==> src/rtl/button_debounce.sv <==
// button_debounce: synchronised, bounce-filtered push-button input with
// press/release/long-press pulses and a wrapping press counter.
module button_debounce #(
  parameter int STABLE_CYCLES = 1000000,
  parameter int LONG_CYCLES   = 50000000,
  parameter bit ACTIVE_LOW    = 1'b0,
  parameter int COUNT_WIDTH   = 16
) (
  input  logic                   clk,
  input  logic                   rst,
  input  logic                   btn_in,
  output logic                   level,
  output logic                   press,
  output logic                   release_pulse,
  output logic                   long_press,
  output logic [COUNT_WIDTH-1:0] press_count
);
  localparam int FW = $clog2(STABLE_CYCLES + 1);
  localparam int HW = $clog2(LONG_CYCLES + 1);
  typedef enum logic [1:0] {IDLE, HELD, LONG} state_t;
  logic                   s1_q, s2_q;
  logic                   level_q, level_d;
  logic                   press_q, press_d;
  logic                   release_q, release_d;
  logic                   long_q, long_d;
  logic [FW-1:0]          flt_q, flt_d;
  logic [HW-1:0]          hold_q, hold_d;
  logic [COUNT_WIDTH-1:0] count_q, count_d;
  state_t                 state_q, state_d;
  // any sample that agrees with the current level restarts the stability count
  always_comb begin
    flt_d   = '0;
    level_d = level_q;
    if (s2_q != level_q) begin
      if (flt_q == FW'(STABLE_CYCLES - 1)) level_d = s2_q;
      else flt_d = flt_q + FW'(1);
    end
    press_d   = level_d & ~level_q;
    release_d = ~level_d & level_q;
    count_d   = count_q + COUNT_WIDTH'(press_d);
  end
  // a release on the threshold cycle takes priority over long_press
  always_comb begin
    state_d = state_q;
    hold_d  = hold_q;
    long_d  = 1'b0;
    case (state_q)
      IDLE: begin
        if (press_d) begin
          state_d = HELD;
          hold_d  = '0;
        end
      end
      HELD: begin
        if (release_d) state_d = IDLE;
        else if (hold_q == HW'(LONG_CYCLES - 1)) begin
          long_d  = 1'b1;
          state_d = LONG;
        end else hold_d = hold_q + HW'(1);
      end
      LONG: state_d = release_d ? IDLE : LONG;
      default: state_d = IDLE;
    endcase
  end
  always_ff @(posedge clk) begin
    if (rst) begin
      s1_q      <= 1'b0;
      s2_q      <= 1'b0;
      level_q   <= 1'b0;
      press_q   <= 1'b0;
      release_q <= 1'b0;
      long_q    <= 1'b0;
      flt_q     <= '0;
      hold_q    <= '0;
      count_q   <= '0;
      state_q   <= IDLE;
    end else begin
      s1_q      <= btn_in ^ ACTIVE_LOW;
      s2_q      <= s1_q;
      level_q   <= level_d;
      press_q   <= press_d;
      release_q <= release_d;
      long_q    <= long_d;
      flt_q     <= flt_d;
      hold_q    <= hold_d;
      count_q   <= count_d;
      state_q   <= state_d;
    end
  end
  assign level         = level_q;
  assign press         = press_q;
  assign release_pulse = release_q;
  assign long_press    = long_q;
  assign press_count   = count_q;
endmodule

==> config.mk <==
export PLATFORM = sky130hd
export DESIGN_NAME = button_debounce
export DESIGN_NICKNAME = d
export VERILOG_FILES = /design/src/rtl/button_debounce.sv
export SDC_FILE = /design/constraint.sdc
export NUM_CORES = 1
export LEC_CHECK = 0
export BUFFER_PORTS_ARGS = -buffer_cell sky130_fd_sc_hd__buf_2
export CAP_MARGIN = 20
export CORE_ASPECT_RATIO = 0.9
export CORE_MARGIN = 8
export CORE_UTILIZATION = 64
export CTS_CLUSTER_DIAMETER = 200
export CTS_CLUSTER_SIZE = 8
export DETAILED_ROUTE_END_ITERATION = 8
export HOLD_SLACK_MARGIN = 0.06
export PLACE_DENSITY = 0.84
export RECOVER_POWER = 50
export SKIP_CTS_REPAIR_TIMING = 1
export SLEW_MARGIN = 10
export SYNTH_ARGS = -nofsm -noshare
export SYNTH_HDL_FRONTEND = slang
export SYNTH_SLANG_ARGS = --single-unit
==> constraint.sdc <==
create_clock -name clk -period 6.5 [get_ports clk]
set_input_delay 0.975 -clock clk [delete_from_list [all_inputs] [get_ports clk]]
set_output_delay 0.975 -clock clk [all_outputs]
set_load 0.005 [all_outputs]
# Yosys cells after proc, flatten, opt, wreduce, memory -nomap -nowiden
# Cells that the tools add are included.
dict set report word_totals {
  register_bits 70
  output_inout_bits 20
}
dict set report op_classes {
  addsub 3
  n_eq_ne 9
  muxes 12
  bitwise_logic 6
  n_reduce_logical 6
}
# op count
set op_table {}
lappend op_table {{$mux 26} 3}
lappend op_table {{$pmux 26 s2} 1}
lappend op_table {{$add 26x1->26 const B} 1}
lappend op_table {{$eq 26x26->1 const B} 1}
lappend op_table {{$add 20x1->20 const B} 1}
lappend op_table {{$eq 20x20->1 const B} 1}
lappend op_table {{$add 16x1->16} 1}
lappend op_table {{$mux 2} 4}
lappend op_table {{$ne 2x2->1 const B} 3}
lappend op_table {{$pmux 2 s3} 1}
lappend op_table {{$reduce_or 3->1} 2}
lappend op_table {{$not 1->1} 4}
lappend op_table {{$reduce_and 4->1} 1}
lappend op_table {{$mux 1} 3}
lappend op_table {{$ne 3x3->1 const B} 1}
lappend op_table {{$and 1x1->1} 2}
lappend op_table {{$eq 2x1->1 const B} 1}
lappend op_table {{$eq 2x2->1 const B} 1}
lappend op_table {{$logic_not 2->1} 1}
lappend op_table {{$reduce_and 2->1} 1}
lappend op_table {{$reduce_bool 2->1} 1}
lappend op_table {{$ne 1x1->1} 1}

# Longest topological paths before layout
# Gate-level depths: netlist (run 1).
dict set report logic_depth {
  depth_word 7
  ltp_mapped 12
  ltp_nobuf 11
}

# Worst setup path after synthesis (run 1)
# OpenSTA, ideal clock, no wires.
dict set report synth_timing {
  kind {flip-flop to flip-flop}
  start {register flt_q[14]}
  end {register hold_q[1]}
  t_arrival_ps 2402
  t_required_ps 6384
  slack_ps 3982
  stages_incl_launch_ff 10
  cell_sequence {dfxtp_1 or3b_1 or4_1 buf_2 o32a_1 o211ai_2 buf_6 buf_4 nor2_1 a31o_2}
}
dict set report synth_via {
  elab_chain_len 7
  word_cells_on_any_way 9
  classes_between {eq/ne (3); mux (2); bitwise (3); reduce/logical (1)}
}
# item line_no
set synth_rtl {}
lappend synth_rtl {{from (decl)} 26} ;# logic [FW-1:0] flt_q, flt_d;
lappend synth_rtl {{from (signal assigned)} 84} ;# flt_q <= flt_d;
lappend synth_rtl {{$eq 20x20->1 (*)} 35} ;# if (flt_q == FW'(STABLE_CYCLES - 1)) level_d = s2_q;
lappend synth_rtl {{$mux 1 (*)} 35}
lappend synth_rtl {{$mux 1 (*)} 34} ;# if (s2_q != level_q) begin
lappend synth_rtl {{$not 1->1} 39} ;# release_d = ~level_d & level_q;
lappend synth_rtl {{$and 1x1->1} 39}
lappend synth_rtl {{$ne 2x2->1 (no line)} n/a}
lappend synth_rtl {{$reduce_and 4->1 (no line) (*)} n/a}
lappend synth_rtl {{to (signal assigned)} 85} ;# hold_q <= hold_d;
lappend synth_rtl {{to (decl)} 27} ;# logic [HW-1:0] hold_q, hold_d;
# Mark *: on every way between the ends. The rest lies on a longest branch, timed or not.
# A chain may end at the register's enable or synchronous reset.

# Final worst setup path (run 1)
dict set report layout_timing {
  start {register flt_q[14]}
  end {register hold_q[9]}
}
# The elaborated chain is that of the path after synthesis.

==> impl_metrics.tcl, run 1 <==
set metrics [dict create \
    slew_headroom_pct 16.1 \
    fin_ws_ns 3.30 \
    drt-total-wl_um 7250 \
    numCtsBuffers 9 \
    clock_sinks 70 \
    drc_errors 0 \
    antenna_found_initial 0 \
    portBuffers 22 \
    tns_ns 0 \
    yosysSeqAreaShare_pct 41.9 \
    synth_edf_count 0 \
    power_mw 0.853 \
    worstHoldPathType "reg -> reg" \
    syn_to_final_growth_pct 10.4 \
    crit_buf_inv 0 \
    tightest_slew_ns 1.26 \
    yosys.area.top_type "dfxtp_1" \
    setup_violations 0 \
    final_net_count 435 \
    ys_warn_count 0 \
    leakagePower_nw 1.25 \
    synth_area_leaders "dfxtp_1 (42%), nor2_1 (5.7%), nand2_1 (4.9%), xor2_1 (4.7%), nand3_1 (3.7%)" \
    clkSlewWorstSetupHoldPaths_ns 0.07 \
    syn_inst 406 \
    fin_util_pct 71.9 \
    cts_tree "built" \
    yosysUniqueCellTypes 50 \
    vias 3027 \
    post-synth-top-count-cell "dfxtp_1" \
    n_antenna_cell 0 \
    coreArea_um2 5130 \
    slowest_delay_ns 0.68 \
    cp_max_fo 20 \
    grt_pass1_wl_um 12200 \
    min_period_over_period_pct 49.2 \
    insertion_delay_ns 0.34 \
    finalCriticalPeriod_ns 3.20 \
    ant_nets 0 \
    maxSlewViolCount 0 \
    ys_seq_elements 70 \
    yosys-top-cells-count "dfxtp_1 (70), nor2_1 (51), nand2_1 (44)" \
    track_usage_pct 18.8 \
    clock.fmax_mhz 313 \
    ctsRootBufferMaster "clkbuf_8" \
    ioPinCount 23 \
    timing.critical_path.slowest_stage_cell "o211ai_2" \
    timing_worst_setup_path_type "reg -> reg" \
    fin_skew_ns 0.00774 \
    place_hpwl_um 5010 \
    via_per_inst 6.10 \
    die_h_um 84.6 \
    worst_setup_path_end_kind "flop" \
    grt-ovfl-total 0 \
    grt_pass1_vias 2668 \
    critical_path.top_delay_family "compound AO/OA/AOI/OAI gates" \
    final_hold_viol_count 0 \
    syn_area_um2 3340 \
    grt_max_degree 31 \
    die_w_um 92.2 \
    cp_data_arrival_time_ns 3.48 \
    clk_path_buf_depth 2 \
    initial_utilization_pct 65.1 \
    drtIter0Drc 250 \
    gp_congestion 0.906 \
    fp-row-count 25 \
    power.density_nw_per_um2 231 \
    worstPathRequired_ns 6.78 \
    rsz0062_at_grt "false" \
    routedWlPerCell_um 14.6 \
    status "finished clean" \
    synthArstFlopShare_pct 0 \
    ys.flop_type "dfxtp_1" \
    path_cells "or3b_1 > or4_1 > o32a_1 > o211ai_2 > and2_1 > o22a_1" \
    layout-drive-gt1-share_pct 7.23 \
    avgSynthCellArea_um2 8.23 \
    dieArea_um2 7790 \
    htreeDepth 3 \
    synth_nets 416 \
    netlist.area_leader.share_pct 41.9 \
    dr.pass1.iters 5 \
    worstSetupStartpointType "flop" \
    maxCapViolCount 0 \
    dp_slack_ns 3.34 \
    irDropWorstVdd_uv 207 \
]
[logic make-up (layout without fill, tap and decap cells)]
logic type	Yosys count	in the layout	synth area share, %
and+or+nand+nor	204	204	30.4
AOI/OAI and AO/OA	77	77	15.2
DFF	70	70	41.9
xor gates and xnor gates	26	26	6.81
buffers and inverters	21	44	2.81
adders and majority gates	7	7	2.62
muxes	1	1	0.300
[through the flow]
step	instances	instance area [um2]	hold slack [ns]
2_1_floorplan	406	3340	0.413
4_1_cts	496	3700	0.440
6_report	496	3690	0.437
3_3_place_gp	481	3470	0.422
3_5_place_dp	481	3470	0.424
5_1_grt	496	3690	0.462
[report_power, final]
group	switching, mW	total [mW]	leakage (nW)	internal (mW)
Sequential	0.000292	0.430	0.564	0.429
Combinational	0.00689	0.00849	0.565	0.00160
Clock	0.152	0.414	0.119	0.263
Total	0.159	0.853	1.25	0.694
[worst paths after layout]
kind	startpoint	to	slack, ns	depth (start not counted)
setup / recovery	flt_q[14]	hold_q[9]	3.30	6
hold / removal	s1_q	s2_q	0.44	1
setup reg to reg	flt_q[14]	hold_q[9]	3.30	6
hold reg to reg	s1_q	s2_q	0.44	1
[metal layers]
metal | track usage, % | up-vias | routed length [um]
met5 | 0 | - | 0
met4 | 6.73 | 0 | 152
met3 | 6.15 | 16 | 481
met2 | 29.7 | 116 | 3420
met1 | 23.4 | 1400 | 3190
li1 | - | 1495 | -
[flip-flops by register name, summed over array words and instances (netlist names)]
signal	cells
press_count	16
release_pulse	1
hold_q	26
state_q	2
s2_q	1
level	1
press	1
s1_q	1
flt_q	20
long_press	1
[placed cells by master, fill, tap and decap left out, types with 7 or more instances in the layout]
| cell type | Yosys | routed |
|---|---|---|
| a21oi_1 | 24 | 24 |
| and3_1 | 10 | 10 |
| buf_2 | 3 | 9 |
| clkbuf_1 | 7 | 14 |
| clkbuf_8 | 0 | 10 |
| dfxtp_1 | 70 | 70 |
| ha_1 | 7 | 7 |
| inv_1 | 7 | 7 |
| nand2_1 | 44 | 44 |
| nand3_1 | 25 | 25 |
| nand4_1 | 14 | 14 |
| nor2_1 | 51 | 51 |
| nor3_1 | 14 | 14 |
| o21ai_0 | 24 | 24 |
| or3_1 | 15 | 15 |
| xnor2_1 | 8 | 8 |
| xor2_1 | 18 | 18 |
[area by class of cell]
| class | instances | area (um2) |
|---|---|---|
| fillers | 421 | 1440 |
| clock inverters | 4 | 95.1 |
| inverters | 7 | 26.3 |
| multi-input cells | 315 | 1850 |
| clock buffers | 11 | 141 |
| repair buffers | 22 | 93.8 |
| well taps | 67 | 83.8 |
| flip-flops and latches | 70 | 1400 |
(Power assumes the default switching activity.)
==> inputs of run 2 (changes only) <==
--- a/config.mk
+++ b/config.mk
@@ -9,12 +9,12 @@
 export CAP_MARGIN = 20
 export CORE_ASPECT_RATIO = 0.9
 export CORE_MARGIN = 8
-export CORE_UTILIZATION = 64
+export CORE_UTILIZATION = 60
 export CTS_CLUSTER_DIAMETER = 200
 export CTS_CLUSTER_SIZE = 8
 export DETAILED_ROUTE_END_ITERATION = 8
 export HOLD_SLACK_MARGIN = 0.06
-export PLACE_DENSITY = 0.84
+export PLACE_DENSITY = 0.79
 export RECOVER_POWER = 50
 export SKIP_CTS_REPAIR_TIMING = 1
 export SLEW_MARGIN = 10
==> constraint.sdc (replaced) <==
create_clock -name clk -period 3.3 [get_ports clk]
set_input_delay 0.495 -clock clk [delete_from_list [all_inputs] [get_ports clk]]
set_output_delay 0.495 -clock clk [all_outputs]
set_load 0.005 [all_outputs]
==> impl_metrics.tcl, run 2 (same netlist as run 1, synthesis figures left out) <==
set metrics [dict create \
    regToRegStartpoint "flt_q[14]" \
    coreArea_um2 5320 \
    slew_headroom_pct 11.1 \
    drtIter0Drc 244 \
    worstPathRequired_ns 3.53 \
    tns_ns 0 \
    worstHoldPathType "in -> reg" \
    place_hpwl_um 5160 \
    layout-drive-gt1-share_pct 8.28 \
    irDropWorstVdd_uv 502 \
    leakagePower_nw 1.28 \
    worstSetupStartpointType "flop" \
    place_inst 486 \
    die_w_um 94.7 \
    min_period_over_period_pct 87.9 \
    finalCriticalPeriod_ns 2.90 \
    drc_errors 0 \
    dr.pass1.iters 5 \
    cts_tree "built" \
    rsz0062_at_grt "false" \
    tightest_slew_ns 1.33 \
    insertion_delay_ns 0.35 \
    antenna_found_initial 0 \
    dieArea_um2 8220 \
    ctsRootBufferMaster "clkbuf_8" \
    top_layer "met4" \
    cp_max_fo 14 \
    track_usage_pct 19.4 \
    clkSlewWorstSetupHoldPaths_ns 0.07 \
    wl_met3_um 535 \
    vias 3037 \
    m1WireLength_um 3380 \
    met2_length_um 3630 \
    clock.fmax_mhz 345 \
    clock_sinks 70 \
    post_dp_cell_area_um2 3510 \
    grt-ovfl-total 0 \
    n_antenna_cell 0 \
    drt-total-wl_um 7630 \
    crit_path_start "flt_q[14]" \
    gp_congestion 0.891 \
    cp_data_arrival_time_ns 3.13 \
    status "finished clean" \
    n_fill_cell 448 \
    worst_setup_path_end_kind "flop" \
    fin_cells 502 \
    timing_worst_setup_path_type "reg -> reg" \
    grt_pass1_wl_um 12800 \
    setup_violations 0 \
    ant_nets 0 \
    clk_path_buf_depth 2 \
    fp-row-count 25 \
    maxSlewViolCount 0 \
    final_hold_viol_count 0 \
    via_per_inst 6.05 \
    final_net_count 440 \
    grt_max_degree 31 \
    initial_utilization_pct 62.8 \
    ioPinCount 23 \
    final_cell_mix "dfxtp_1 (70), nor2_1 (51), nand2_1 (44)" \
    die_h_um 86.8 \
    portBuffers 22 \
    fin_skew_ns 0.00773 \
    regMostFlops "hold_q" \
    htreeDepth 3 \
    power.density_nw_per_um2 470 \
    largest_reg_flops 26 \
    final_cell_area_um2 3750 \
    maxCapViolCount 0 \
    power_mw 1.76 \
    layout_commonest_cell "dfxtp_1" \
    grt_pass1_vias 2742 \
    numCtsBuffers 9 \
    syn_to_final_growth_pct 12.2 \
    routedWlPerCell_um 15.2 \
    worstHoldStart "btn_in" \
]
run 2: final timing paths:
kind / to / slack (ns) / cells past startpoint
max: hold_q[11] / 0.40 / 7
min: s1_q / 0.37 / 2
max reg2reg: hold_q[11] / 0.40 / 7
min reg2reg: s2_q / 0.44 / 1
run 2: area by class of cell:
cell class                      instances  area [um2]  share of cell area [%]
Timing Repair Buffer                   27         130                    3.47
Clock inverter                          6         134                    3.57
Tap cell                               67        83.8                    2.24
Sequential cell                        70        1400                    37.4
Multi-Input combinational cell        315        1850                    49.2
Inverter                                7        26.3                   0.701
Clock buffer                           10         128                    3.40
run 2: layer usage:
layer  GRT usage [%]  up-vias
li1                -     1504
met1            24.0     1422
met2            31.2      104
met3            6.22        7
met4            5.67        0
met5               0        -
run 2: where the power goes:
group | leakage [nW] | switching, mW | internal, mW
sequential | 0.564 | 0.000668 | 0.846
combinational | 0.585 | 0.0145 | 0.00317
clock | 0.130 | 0.318 | 0.579
total | 1.28 | 0.334 | 1.43
run 2: critical path, stage by stage (launching register included):
cell and delay [ns]:
dfxtp_1 0.42, or3b_1 0.37, or4_1 0.57, o32a_1 0.52, o211ai_2 0.30, buf_4 0.26, nor2_1 0.06, o2bb2a_1 0.28
run 2: metrics by stage:
step | util, % | hold WS [ns] | setup WS, ns
2_1_floorplan | - | 0.413 | 0.782
3_3_place_gp | 65.9 | 0.421 | 0.518
3_5_place_dp | 65.9 | 0.429 | 0.460
4_1_cts | 70.8 | 0.358 | 0.441
5_1_grt | 70.5 | 0.380 | 0.162
6_report | 70.5 | 0.367 | 0.399
==> inputs of run 3 (changes only) <==
--- a/config.mk
+++ b/config.mk
@@ -9,15 +9,14 @@
 export CAP_MARGIN = 20
 export CORE_ASPECT_RATIO = 0.9
 export CORE_MARGIN = 8
-export CORE_UTILIZATION = 60
+export CORE_UTILIZATION = 25
 export CTS_CLUSTER_DIAMETER = 200
 export CTS_CLUSTER_SIZE = 8
 export DETAILED_ROUTE_END_ITERATION = 8
 export HOLD_SLACK_MARGIN = 0.06
-export PLACE_DENSITY = 0.79
-export RECOVER_POWER = 50
+export RECOVER_POWER = 100
 export SKIP_CTS_REPAIR_TIMING = 1
-export SLEW_MARGIN = 10
+export SLEW_MARGIN = 40
 export SYNTH_ARGS = -nofsm -noshare
 export SYNTH_HDL_FRONTEND = slang
 export SYNTH_SLANG_ARGS = --single-unit
==> impl_metrics.tcl, run 3 (same netlist as run 1, synthesis figures left out) <==
set metrics [dict create \
    holdPathStages 2 \
    cp_data_arrival_time_ns 3.26 \
    htreeDepth 3 \
    status "finished clean" \
    leakagePower_nw 1.28 \
    slew_headroom_pct 14.7 \
    routedWlPerCell_um 12.9 \
    min_period_over_period_pct 92.1 \
    clkSlewWorstSetupHoldPaths_ns 0.05 \
    worst_setup_path_end_kind "flop" \
    crit_cells 7 \
    power_mw 1.79 \
    layout-drive-gt1-share_pct 7.14 \
    timing.critical_path.slowest_stage_cell "or4_1" \
    gr-usage-met2_pct 13.6 \
    hold_end "s1_q" \
    irDropWorstVdd_uv 283 \
    slowest_delay_ns 0.54 \
    grt.met3_usage_pct 2.58 \
    worstPathRequired_ns 3.52 \
    clock_sinks 70 \
    worstHoldPathType "in -> reg" \
    die_h_um 126 \
    track_usage_pct 9.34 \
    vias 2951 \
    ioPinCount 23 \
    final_net_count 440 \
    critical_path.top_delay_family "compound AO/OA/AOI/OAI gates" \
    grt_pass1_wl_um 13200 \
    coreArea_um2 13200 \
    via_per_inst 4.89 \
    antenna_found_initial 1 \
    insertion_delay_ns 0.33 \
    dieArea_um2 17300 \
    worstSetupStartpointType "flop" \
    fp-row-count 40 \
    numCtsBuffers 9 \
    tns_ns 0 \
    fin_util_pct 29.3 \
    syn_to_final_growth_pct 15.8 \
    grt_pass1_vias 2804 \
    timing_worst_setup_path_type "reg -> reg" \
    worstHoldStart "btn_in" \
    reg2reg_setup_slack_ns 0.26 \
    regToRegStartpoint "flt_q[14]" \
    grtUsageMet1_pct 11.8 \
    final_hold_viol_count 0 \
    tightest_slew_ns 1.28 \
    maxCapViolCount 0 \
    place_hpwl_um 5560 \
    grt_max_degree 31 \
    power.density_nw_per_um2 462 \
    fin_skew_ns 0.00562 \
    worst_r2r_path_depth 7 \
    maxSlewViolCount 0 \
    rsz0062_at_grt "false" \
    cp_max_fo 12 \
    crit_buf_inv 1 \
    regMostFlops "hold_q" \
    ant_nets 0 \
    ctsRootBufferMaster "clkbuf_16" \
    initial_utilization_pct 25.3 \
    finalCriticalPeriod_ns 3.04 \
    layout_commonest_cell "dfxtp_1" \
    dr.pass1.iters 4 \
    crit_path_start "flt_q[14]" \
    portBuffers 22 \
    final_cell_mix "dfxtp_1 (70), nor2_1 (51), nand2_1 (44)" \
    clock.fmax_mhz 329 \
    die_w_um 138 \
    largest_reg_flops 26 \
    drt-total-wl_um 7760 \
    grt_busiest_layer "met2" \
    cts_tree "built" \
    drc_errors 0 \
    clk_path_buf_depth 2 \
    setup_violations 0 \
    grt-ovfl-total 0 \
    gp_congestion 0.890 \
    drtIter0Drc 202 \
    r2r_end "hold_q[11]" \
    path_cells "or3b_1 > or4_1 > o32a_1 > o211ai_1 > clkbuf_2 > nor2_1 > o2bb2a_1" \
]
run 3: cell types whose count changed in the layout (fill, tap and decap cells not counted), sizes merged:
cell	before	now
bufinv	4	1
clkbuf	24	27
buf	13	11
clkinv	2	3
diode	0	1
run 3: layout make-up:
class	count	area, um2
Antenna cell	1	2.50
Clock buffer	11	233
Clock inverter	4	48.8
Fill cell	1429	9340
Inverter	7	26.3
Multi-Input combinational cell	315	1830
Sequential cell	70	1400
Tap cell	168	210
Timing Repair Buffer	27	119
run 3: where the power goes:
part | internal [mW] | switching (mW) | total, mW
Sequential | 0.847 | 0.000644 | 0.848
Combinational | 0.00313 | 0.0137 | 0.0168
Clock | 0.579 | 0.344 | 0.923
Total | 1.43 | 0.358 | 1.79
run 3: worst max path at each step:
stage          slack, ns              end
3_5_place_dp        0.45  press_count[12]
6_report            0.26       hold_q[11]
5_1_grt             0.11       hold_q[11]
2_1_floorplan       0.78        hold_q[1]
4_1_cts             0.42  press_count[14]
3_3_place_gp        0.52  press_count[12]
run 3: stage by stage:
step	hold slack, ns	instance area, um2	setup slack [ns]	instances
after floorplan	0.413	3340	0.782	406
after global placement	0.423	3630	0.519	587
after detailed placement	0.437	3630	0.453	587
after CTS	0.368	3910	0.417	602
after global routing	0.386	3870	0.114	603
final	0.373	3870	0.260	603
run 3: layer usage:
| layer | vias to the layer above | wire length, um |
|---|---|---|
| met1 | 1354 | 3780 |
| met3 | 18 | 471 |
| met4 | 0 | 259 |
| li1 | 1508 | - |
| met2 | 71 | 3250 |
| met5 | - | 0 |
